==> config.mk <==
export PLATFORM = sky130hd
export DESIGN_NAME = cs_video_timing
export DESIGN_NICKNAME = d
export VERILOG_FILES = /design/src/rtl/cs_video_pkg.sv /design/src/rtl/cs_sync_window.sv /design/src/rtl/cs_video_timing.sv
export SDC_FILE = /design/constraint.sdc
export NUM_CORES = 1
export LEC_CHECK = 0
export CAP_MARGIN = 20
export CORE_AREA = 10 10 69 85
export CTS_CLUSTER_SIZE = 12
export DETAILED_ROUTE_END_ITERATION = 7
export DIE_AREA = 0 0 79 95
export DONT_BUFFER_PORTS = 1
export PLACE_DENSITY = 0.52
export REMOVE_ABC_BUFFERS = 1
export SYNTH_ARGS = -nofsm -noshare
export SYNTH_HDL_FRONTEND = slang
export SYNTH_HIERARCHICAL = 1
export SYNTH_SLANG_ARGS = --single-unit
==> constraint.sdc <==
create_clock -name clk_sys -period 1.7 [get_ports clk_sys]
set_input_delay 0.34 -clock clk_sys [delete_from_list [all_inputs] [get_ports clk_sys]]
set_output_delay 0.34 -clock clk_sys [all_outputs]
set_load 0.01 [all_outputs]
==> src/rtl/cs_video_pkg.sv <==
// Shared timing defaults and layer bundle for the Computer Space video path.
// The layer struct is also used by the emu-level colour/invert mixer.
package cs_video_pkg;

  localparam int CE_DIV_DEF       = 4;
  localparam int H_ACTIVE_DEF     = 260;
  localparam int H_TOTAL_DEF      = 320;
  localparam int H_SYNC_START_DEF = 276;
  localparam int H_SYNC_LEN_DEF   = 24;
  localparam int V_ACTIVE_DEF     = 240;
  localparam int V_TOTAL_DEF      = 262;
  localparam int V_SYNC_START_DEF = 248;
  localparam int V_SYNC_LEN_DEF   = 3;

  typedef struct packed {
    logic invert;
    logic saucer;
    logic craft;
    logic star;
  } layers_t;

  function automatic logic in_window(input int unsigned val, input int unsigned start,
                                     input int unsigned len);
    return (val >= start) && (val < start + len);
  endfunction

endpackage

==> src/rtl/cs_sync_window.sv <==
// Wrapping raster counter with blank/sync window decode for one axis.
// SYNC_ON_NEXT decodes sync from the post-advance count so sync edges land on count changes.
module cs_sync_window
  import cs_video_pkg::*;
#(
  parameter int TOTAL        = H_TOTAL_DEF,
  parameter int ACTIVE       = H_ACTIVE_DEF,
  parameter int SYNC_START   = H_SYNC_START_DEF,
  parameter int SYNC_LEN     = H_SYNC_LEN_DEF,
  parameter bit SYNC_ON_NEXT = 1'b0,
  parameter int W            = $clog2(TOTAL)
) (
  input  logic         clk,
  input  logic         reset,
  input  logic         advance,
  output logic [W-1:0] count,
  output logic         wrap,
  output logic         blank,
  output logic         sync
);

  logic [W-1:0] count_q, count_d, count_nx;

  always_comb begin
    wrap     = (count_q == W'(TOTAL - 1));
    count_nx = wrap ? '0 : count_q + 1'b1;
    count_d  = advance ? count_nx : count_q;
    blank    = (count_q >= W'(ACTIVE));
    sync     = in_window(SYNC_ON_NEXT ? 32'(count_nx) : 32'(count_q), SYNC_START, SYNC_LEN);
  end

  always_ff @(posedge clk) begin
    if (reset) count_q <= '0;
    else       count_q <= count_d;
  end

  assign count = count_q;

endmodule

==> src/rtl/cs_video_timing.sv <==
// Raster timing source: pixel enable divider, H/V counters, registered sync/blank
// and blank-gated layer bits, plus a one-cycle frame_start at the (0,0) return.
module cs_video_timing
  import cs_video_pkg::*;
#(
  parameter int CE_DIV       = CE_DIV_DEF,
  parameter int H_ACTIVE     = H_ACTIVE_DEF,
  parameter int H_TOTAL      = H_TOTAL_DEF,
  parameter int H_SYNC_START = H_SYNC_START_DEF,
  parameter int H_SYNC_LEN   = H_SYNC_LEN_DEF,
  parameter int V_ACTIVE     = V_ACTIVE_DEF,
  parameter int V_TOTAL      = V_TOTAL_DEF,
  parameter int V_SYNC_START = V_SYNC_START_DEF,
  parameter int V_SYNC_LEN   = V_SYNC_LEN_DEF,
  parameter int HW           = $clog2(H_TOTAL),
  parameter int VW           = $clog2(V_TOTAL)
) (
  input  logic          clk_sys,
  input  logic          reset,
  input  logic [3:0]    layers_in,
  output logic          ce_pix,
  output logic [HW-1:0] hcount,
  output logic [VW-1:0] vcount,
  output logic          hsync,
  output logic          vsync,
  output logic          hblank,
  output logic          vblank,
  output logic [3:0]    video,
  output logic          frame_start
);

  localparam int DW = $clog2(CE_DIV);

  if (H_ACTIVE > H_SYNC_START) begin : g_bad_h_active
    $fatal(1, "cs_video_timing: H_ACTIVE must not exceed H_SYNC_START");
  end
  if (H_SYNC_START + H_SYNC_LEN > H_TOTAL) begin : g_bad_h_sync
    $fatal(1, "cs_video_timing: hsync window runs past H_TOTAL");
  end
  if (V_ACTIVE > V_SYNC_START) begin : g_bad_v_active
    $fatal(1, "cs_video_timing: V_ACTIVE must not exceed V_SYNC_START");
  end
  if (V_SYNC_START + V_SYNC_LEN > V_TOTAL) begin : g_bad_v_sync
    $fatal(1, "cs_video_timing: vsync window runs past V_TOTAL");
  end
  if (CE_DIV < 2) begin : g_bad_ce_div
    $fatal(1, "cs_video_timing: CE_DIV must be at least 2");
  end

  logic [DW-1:0] div_q, div_d;
  logic          ce_pix_q, ce_pix_d;
  logic          hsync_q, hsync_d, vsync_q, vsync_d;
  logic          hblank_q, hblank_d, vblank_q, vblank_d;
  logic          frame_start_q, frame_start_d;
  layers_t       video_q, video_d;

  logic h_wrap, h_blank, h_sync;
  logic v_wrap, v_blank, v_sync_next;

  cs_sync_window #(
    .TOTAL(H_TOTAL), .ACTIVE(H_ACTIVE), .SYNC_START(H_SYNC_START), .SYNC_LEN(H_SYNC_LEN),
    .SYNC_ON_NEXT(1'b0), .W(HW)
  ) u_h (
    .clk(clk_sys), .reset(reset), .advance(ce_pix_q),
    .count(hcount), .wrap(h_wrap), .blank(h_blank), .sync(h_sync)
  );

  // vsync looks at the line being entered so its edges coincide with vcount changes.
  cs_sync_window #(
    .TOTAL(V_TOTAL), .ACTIVE(V_ACTIVE), .SYNC_START(V_SYNC_START), .SYNC_LEN(V_SYNC_LEN),
    .SYNC_ON_NEXT(1'b1), .W(VW)
  ) u_v (
    .clk(clk_sys), .reset(reset), .advance(ce_pix_q & h_wrap),
    .count(vcount), .wrap(v_wrap), .blank(v_blank), .sync(v_sync_next)
  );

  always_comb begin
    div_d         = (div_q == DW'(CE_DIV - 1)) ? '0 : div_q + 1'b1;
    ce_pix_d      = (div_q == '0);
    hsync_d       = hsync_q;
    vsync_d       = vsync_q;
    hblank_d      = hblank_q;
    vblank_d      = vblank_q;
    video_d       = video_q;
    // Counters are frozen while ce_pix_d is being set up, so this lines up with that ce_pix.
    frame_start_d = ce_pix_d & h_wrap & v_wrap;
    if (ce_pix_q) begin
      hsync_d  = h_sync;
      hblank_d = h_blank;
      vblank_d = v_blank;
      video_d  = (h_blank | v_blank) ? '0 : layers_t'(layers_in);
      if (h_wrap) vsync_d = v_sync_next;
    end
  end

  always_ff @(posedge clk_sys) begin
    if (reset) begin
      div_q         <= '0;
      ce_pix_q      <= 1'b0;
      hsync_q       <= 1'b0;
      vsync_q       <= 1'b0;
      hblank_q      <= 1'b0;
      vblank_q      <= 1'b0;
      video_q       <= '0;
      frame_start_q <= 1'b0;
    end else begin
      div_q         <= div_d;
      ce_pix_q      <= ce_pix_d;
      hsync_q       <= hsync_d;
      vsync_q       <= vsync_d;
      hblank_q      <= hblank_d;
      vblank_q      <= vblank_d;
      video_q       <= video_d;
      frame_start_q <= frame_start_d;
    end
  end

  assign ce_pix      = ce_pix_q;
  assign hsync       = hsync_q;
  assign vsync       = vsync_q;
  assign hblank      = hblank_q;
  assign vblank      = vblank_q;
  assign video       = video_q;
  assign frame_start = frame_start_q;

endmodule

* Word level (Yosys, flattened, before mapping)
Cells that the tools add are included.
Word-level totals: register bits 30, output and inout port bits 28, bits of input ports 6, word-level logic and storage cells 37
Cells by class: bitwise operators 4, magnitude comparators 6, $add $sub $neg 3, eq/ne operators 3, reductions and logical operators 5, muxes and demuxes 3
Operators with widths (count):
- 9-bit by 1-bit adder with 9-bit output, second input constant | 2
- 9-bit == test, second input constant | 2
- 9-bit by 8-bit >= comparator with 1-bit output, second input constant | 2
- 9-bit >= comparator, second input constant | 2
- 9-bit two-way mux | 2
- 9-bit by 8-bit < comparator with 1-bit output, second input constant | 1
- 9-bit < comparator, second input constant | 1
- 4-bit two-way mux | 1
- 1-bit AND | 3
- 2-bit by 1-bit adder with 2-bit output, second input constant | 1
- 2-bit == test, second input constant | 1
- 1-bit logical AND | 2
- 2-bit zero test | 1
- 2-bit AND reduction | 1
- 2-bit OR reduction | 1
- 1-bit bitwise OR | 1

* Logic depth before layout (Yosys ltp)
depth after elaboration 4, gate-level depth with buffers 8, depth with buffers taken out 8

* Modules after synthesis
The synthesis kept the hierarchy.
Modules (own cells, without submodules):
- cs_sync_window (u_v) | seq. area each 180.2 µm², cells an instance 77, times used 1, area an instance 641.9 µm²
- cs_sync_window (u_h) | seq. area each 180.2 µm², cells an instance 59, times used 1, area an instance 518.0 µm²
- cs_video_timing | seq. area each 240.2 µm², cells an instance 44, times used 1, area an instance 476.7 µm²

* Worst setup path after synthesis
No wires, ideal clock.
path type flip-flop to flip-flop, start register u_h.count_q[3], in the netlist u_h/count[3], end register u_v.count_q[8], in the netlist u_v/count[8], path slack -232 ps, path buffers 1, data required time 1626 ps, cell stages (with the launch flop) 8, arrival time 1858 ps, clock period less this slack 1932 ps, library setup time 74 ps, path through dfxtp_1 -> buf_2 -> and4_2 -> and3_1 -> and2_2 -> inv_1 -> or4_1 -> a31oi_1
Between the ends: word-level cells in the longest chain between the ends 2
RTL lines:
- start: declaration | RTL line cs_sync_window.sv:22 | logic [W-1:0] count_q, count_d, count_nx;
- start signal: assignment | RTL line cs_sync_window.sv:34 | else count_q <= count_d;
- 9-bit == test | RTL line cs_sync_window.sv:25 | wrap = (count_q == W'(TOTAL - 1));
- net h_wrap | RTL line cs_video_timing.sv:57 | logic h_wrap, h_blank, h_sync;
- 1-bit AND | RTL line cs_video_timing.sv:73 | .clk(clk_sys), .reset(reset), .advance(ce_pix_q & h_wrap),
- end signal: assignment | RTL line cs_sync_window.sv:34
- end: declaration | RTL line cs_sync_window.sv:22
The timed path passes the listed nets, and every way through them passes these cells. A chain may end at the register's enable or synchronous reset.

* Worst setup path in the final report
start register u_h.count_q[5], in the netlist u_h/count[5], end register video_q (netlist bit video[2])
Between the ends: word-level cells in the longest chain between the ends 3
RTL lines:
- 9-bit >= comparator | RTL line cs_sync_window.sv:28 | blank = (count_q >= W'(ACTIVE));
- net h_blank | RTL line cs_video_timing.sv:57
- 1-bit bitwise OR | RTL line cs_video_timing.sv:91 | video_d = (h_blank | v_blank) ? '0 : layers_t'(layers_in);
- 4-bit two-way mux | RTL line cs_video_timing.sv:91
- end signal: assignment | RTL line cs_video_timing.sv:113 | video_q <= video_d;
- end: declaration | RTL line cs_video_timing.sv:55 | layers_t video_q, video_d;
The timed path passes the listed nets, and every way through them passes these cells.

==> results.md <==
- Post-synth EDFFs: 0
- VDD IR max: 348.8 uV
- Count of final setup violators: 0
- Power density over the cells: ~700 mW/mm^2
- Leakage: 0.7958 nW
- Total CTS buffers: 5
- Synthesized area per cell: around 9.1 um^2
- Routed Antenna Nets: 0
- FF-to-FF setup slack: between 0.002 and 0.003 ns
- Clk sink count: 30
- Antenna diodes: 0
- Hold Path Class: in -> reg
- Outcome: complete, no violations
- Commonest non-fill, non-tap cell in the layout: buf_4
- Cells on worst reg2reg path: 5
- Die area: 0.007505 mm^2
- Adder-Cell Fraction of Synth Area: 0.05352
- Sequential area share after synthesis: 0.3670
- Vias post-DR: 1483
- Yosys reg bits: 30
- Cells after synthesis: 180
- Max FO, Critical Path: 7
- Starting Density: 0.3785
- PortBufs: 0
- Total core area: 0.004324 mm^2
- Synth cell types: 51
- CTS tree: yes
- Final Hold Fails: 0
- Setup TNS: 0 ns
- Largest family of logic cells by synthesized area: simple AND/OR/NAND/NOR gates
- Vias in the first global route: 1521
- Largest net degree at the start of global routing: 28
- Worst-path clk slew: 0.07 ns
- Final worst-path cycle share: 0.9985
- Worst path cell trace: buf_6 -> or4_4 -> o31a_1 -> nand4bb_1 -> a21oi_2
- Asr flop ratio synth: 0
- Pre-antenna DRT Iters: 4
- Hold Crit Start: reset
- Worst Max-Slew Pin Slew: 0.3810 ns
- Clock root cell: clkbuf_8
- GRT overflow: 0
- Fmax: 589.1 MHz
- Worst path max stage delay: a little over 0.5 ns
- H-Tree Depth: 2
- Hold Path Depth: 1
- Final hold slack: 0.1192 ns
- CP arrival: roughly 1.9 ns
- DRC: 0
- Die Y: approximately 95 um
- Initial antenna violation count: 0
- Layout cells sized above 1: 0.3394
- Critical-path top delay cell: or4_4
- Final critical-path required period: 1.697 ns
- Netlist Area Pre-Place: ~0.0016 mm^2
- Longest Clk Path Bufs: 2
- Max-Cap Viols: 0
- First-pass GRT wire length: between 6000 and 7000 um
- CP startpoint kind: register
- Critical path required time: 1.92 ns
- Hold Path Sink: u_v/count[1]
- Avg Vias per Cell: 5.373
- Max_slew headroom: 0.7449
- Final Max Tran Viols: 0
- Kind of critical path: reg -> reg
- Mux share of post-synthesis cell area: 0.01835
- Hold-fix buffers at CTS: 0
- Post-synth top flop: dfxtp_1
- Fillers: 443
- DR WL/cell: 15.59 um
- Most frequent cells in the layout: 37 x buf_4, 24 x dfxtp_1, 13 x a21oi_1
- Simple-gate share of the synthesized area: 0.2951
- Unrepaired setup endpoints after global routing: true
- Final-stage net count: 230
- Area grow syn2layout: 27.68%
- Clk_lat worst skew: approximately 0.28 ns
- Reg-to-reg endpoint: video[2]
- Total Routed Length: 4304 um
- Total track usage: 0.1155
- Die Wd: 79 um
- Compound-cell area share of the yosys netlist: 0.1705
- Ys Warns: 6
- Boundary Pins: 34
- Final Skew: 0.004631 ns
- Worst r2r src: u_h/count[5]
- DRT iter0 DRCs: 55
- DP HPWL: roughly 3200 um
- Final Wtd Congestion: between 0.8 and 0.9
- Worst Setup End Kind: register
- Row count: 27
- Post-Synth XOR/XNOR Area: 0.03746
## sequential cells by signal (all words and copies together), names as in the netlist
name         flops
frame_start      1
video            4
vblank           1
u_h/count        9
div_q            2
ce_pix           1
vsync            1
hsync            1
u_v/count        9
hblank           1
## cell usage after synthesis (2+ instances only)
| cell | instances | area [um^2] |
|---|---|---|
| xnor2_1 | 3 | 26.28 |
| or4_1 | 3 | 22.52 |
| nor2_1 | 11 | 41.29 |
| a21boi_0 | 3 | 22.52 |
| nand3b_1 | 2 | 15.01 |
| buf_2 | 4 | 20.02 |
| xor2_1 | 4 | 35.03 |
| nand2b_1 | 7 | 43.79 |
| mux2i_1 | 3 | 30.03 |
| nor3_1 | 2 | 10.01 |
| nor3b_1 | 3 | 22.52 |
| buf_6 | 2 | 22.52 |
| or3_1 | 3 | 18.77 |
| a21oi_1 | 14 | 70.07 |
| a21oi_2 | 2 | 17.52 |
| dfxtp_1 | 30 | 600.6 |
| o22ai_1 | 2 | 12.51 |
| nand3_1 | 7 | 35.03 |
| nand2_1 | 7 | 26.28 |
| inv_1 | 9 | 33.78 |
| nand4_1 | 7 | 43.79 |
| ha_1 | 7 | 87.58 |
| nor2b_1 | 4 | 25.02 |
| and3_1 | 2 | 12.51 |
| o21ai_0 | 6 | 30.03 |
| a211oi_1 | 2 | 15.01 |
| buf_4 | 2 | 15.01 |
| a31oi_1 | 2 | 12.51 |
| o31ai_1 | 2 | 15.01 |
| nand4bb_1 | 4 | 45.04 |
## repair_timing
| item | in CTS | in global routing |
|---|---|---|
| setup buffers | 0 | 1 |
| endpoints found under the setup margin | 9 | 10 |
| gates resized for setup | 8 | 15 |
| pin swaps | 5 | 8 |
## worst max-delay path by stage
stage,from,endpoint,cells past startpoint
floorplan,u_h/count[2],u_v/count[8],6
detailed placement,u_h/count[2],u_v/count[8],6
global route,u_h/count[4],video[2],5
global placement,u_h/count[3],video[0],5
finish,u_h/count[5],video[2],5
CTS,u_h/count[5],video[2],5
## critical path: cells and delay by family, from the launching register on
kind / cells / cell delay [ns]
flip-flops: 1 / 0.32
AND/OR/NAND/NOR: 2 / 0.72
AO/OA/AOI/OAI: 2 / 0.46
buffers and inverters: 1 / 0.13
## power breakdown
part           total, mW  leakage, nW  internal (mW)  switching, mW
combinational      0.124        0.501         0.0617         0.0627
sequential         0.754        0.247          0.727         0.0264
clock              0.588       0.0482          0.326          0.262
## area by class of cell
type                    count  area (um^2)  area share
well taps                  58        72.57     0.03473
inverters                   9        33.78     0.01617
clock inverters             1        5.005    0.002395
clock buffers               7        86.33     0.04132
repair buffers             39        300.3      0.1437
flip-flops and latches     30        610.6      0.2922
multi-input cells         132        980.9      0.4695
## logic make-up after synthesis
kind of cell / count (synthesis)
and+or+nand+nor: 73
AOI/OAI and AO/OA: 42
DFF: 30
buffers and inverters: 18
xor gates and xnor gates: 7
adders and majority gates: 7
muxes: 3
## metrics by stage
| stage | total power, mW | cell area (um^2) | util | instances | setup WS [ns] |
|---|---|---|---|---|---|
| after floorplan | 0.8485 | 1575 | - | 171 | -0.2369 |
| after global placement | 0.8899 | 1933 | 0.4470 | 267 | 0.0004805 |
| after detailed placement | 0.8966 | 1933 | 0.4470 | 267 | -0.03741 |
| after CTS | 1.490 | 2047 | 0.4734 | 275 | -0.02686 |
| after global routing | 1.532 | 2090 | 0.4832 | 276 | -0.06764 |
| final | 1.466 | 2090 | 0.4832 | 276 | 0.002562 |
## layer usage
metal | part of all wire | up-vias | track usage | routed length (um)
met5 | 0 | - | 0 | 0
met4 | 0.028 | 0 | 0.06287 | 119
met3 | 0.076 | 12 | 0.04848 | 325
met2 | 0.51 | 34 | 0.2078 | 2202
met1 | 0.38 | 702 | 0.1086 | 1656
li1 | - | 735 | - | -
Note: power is estimated with default switching activity, not from simulation.
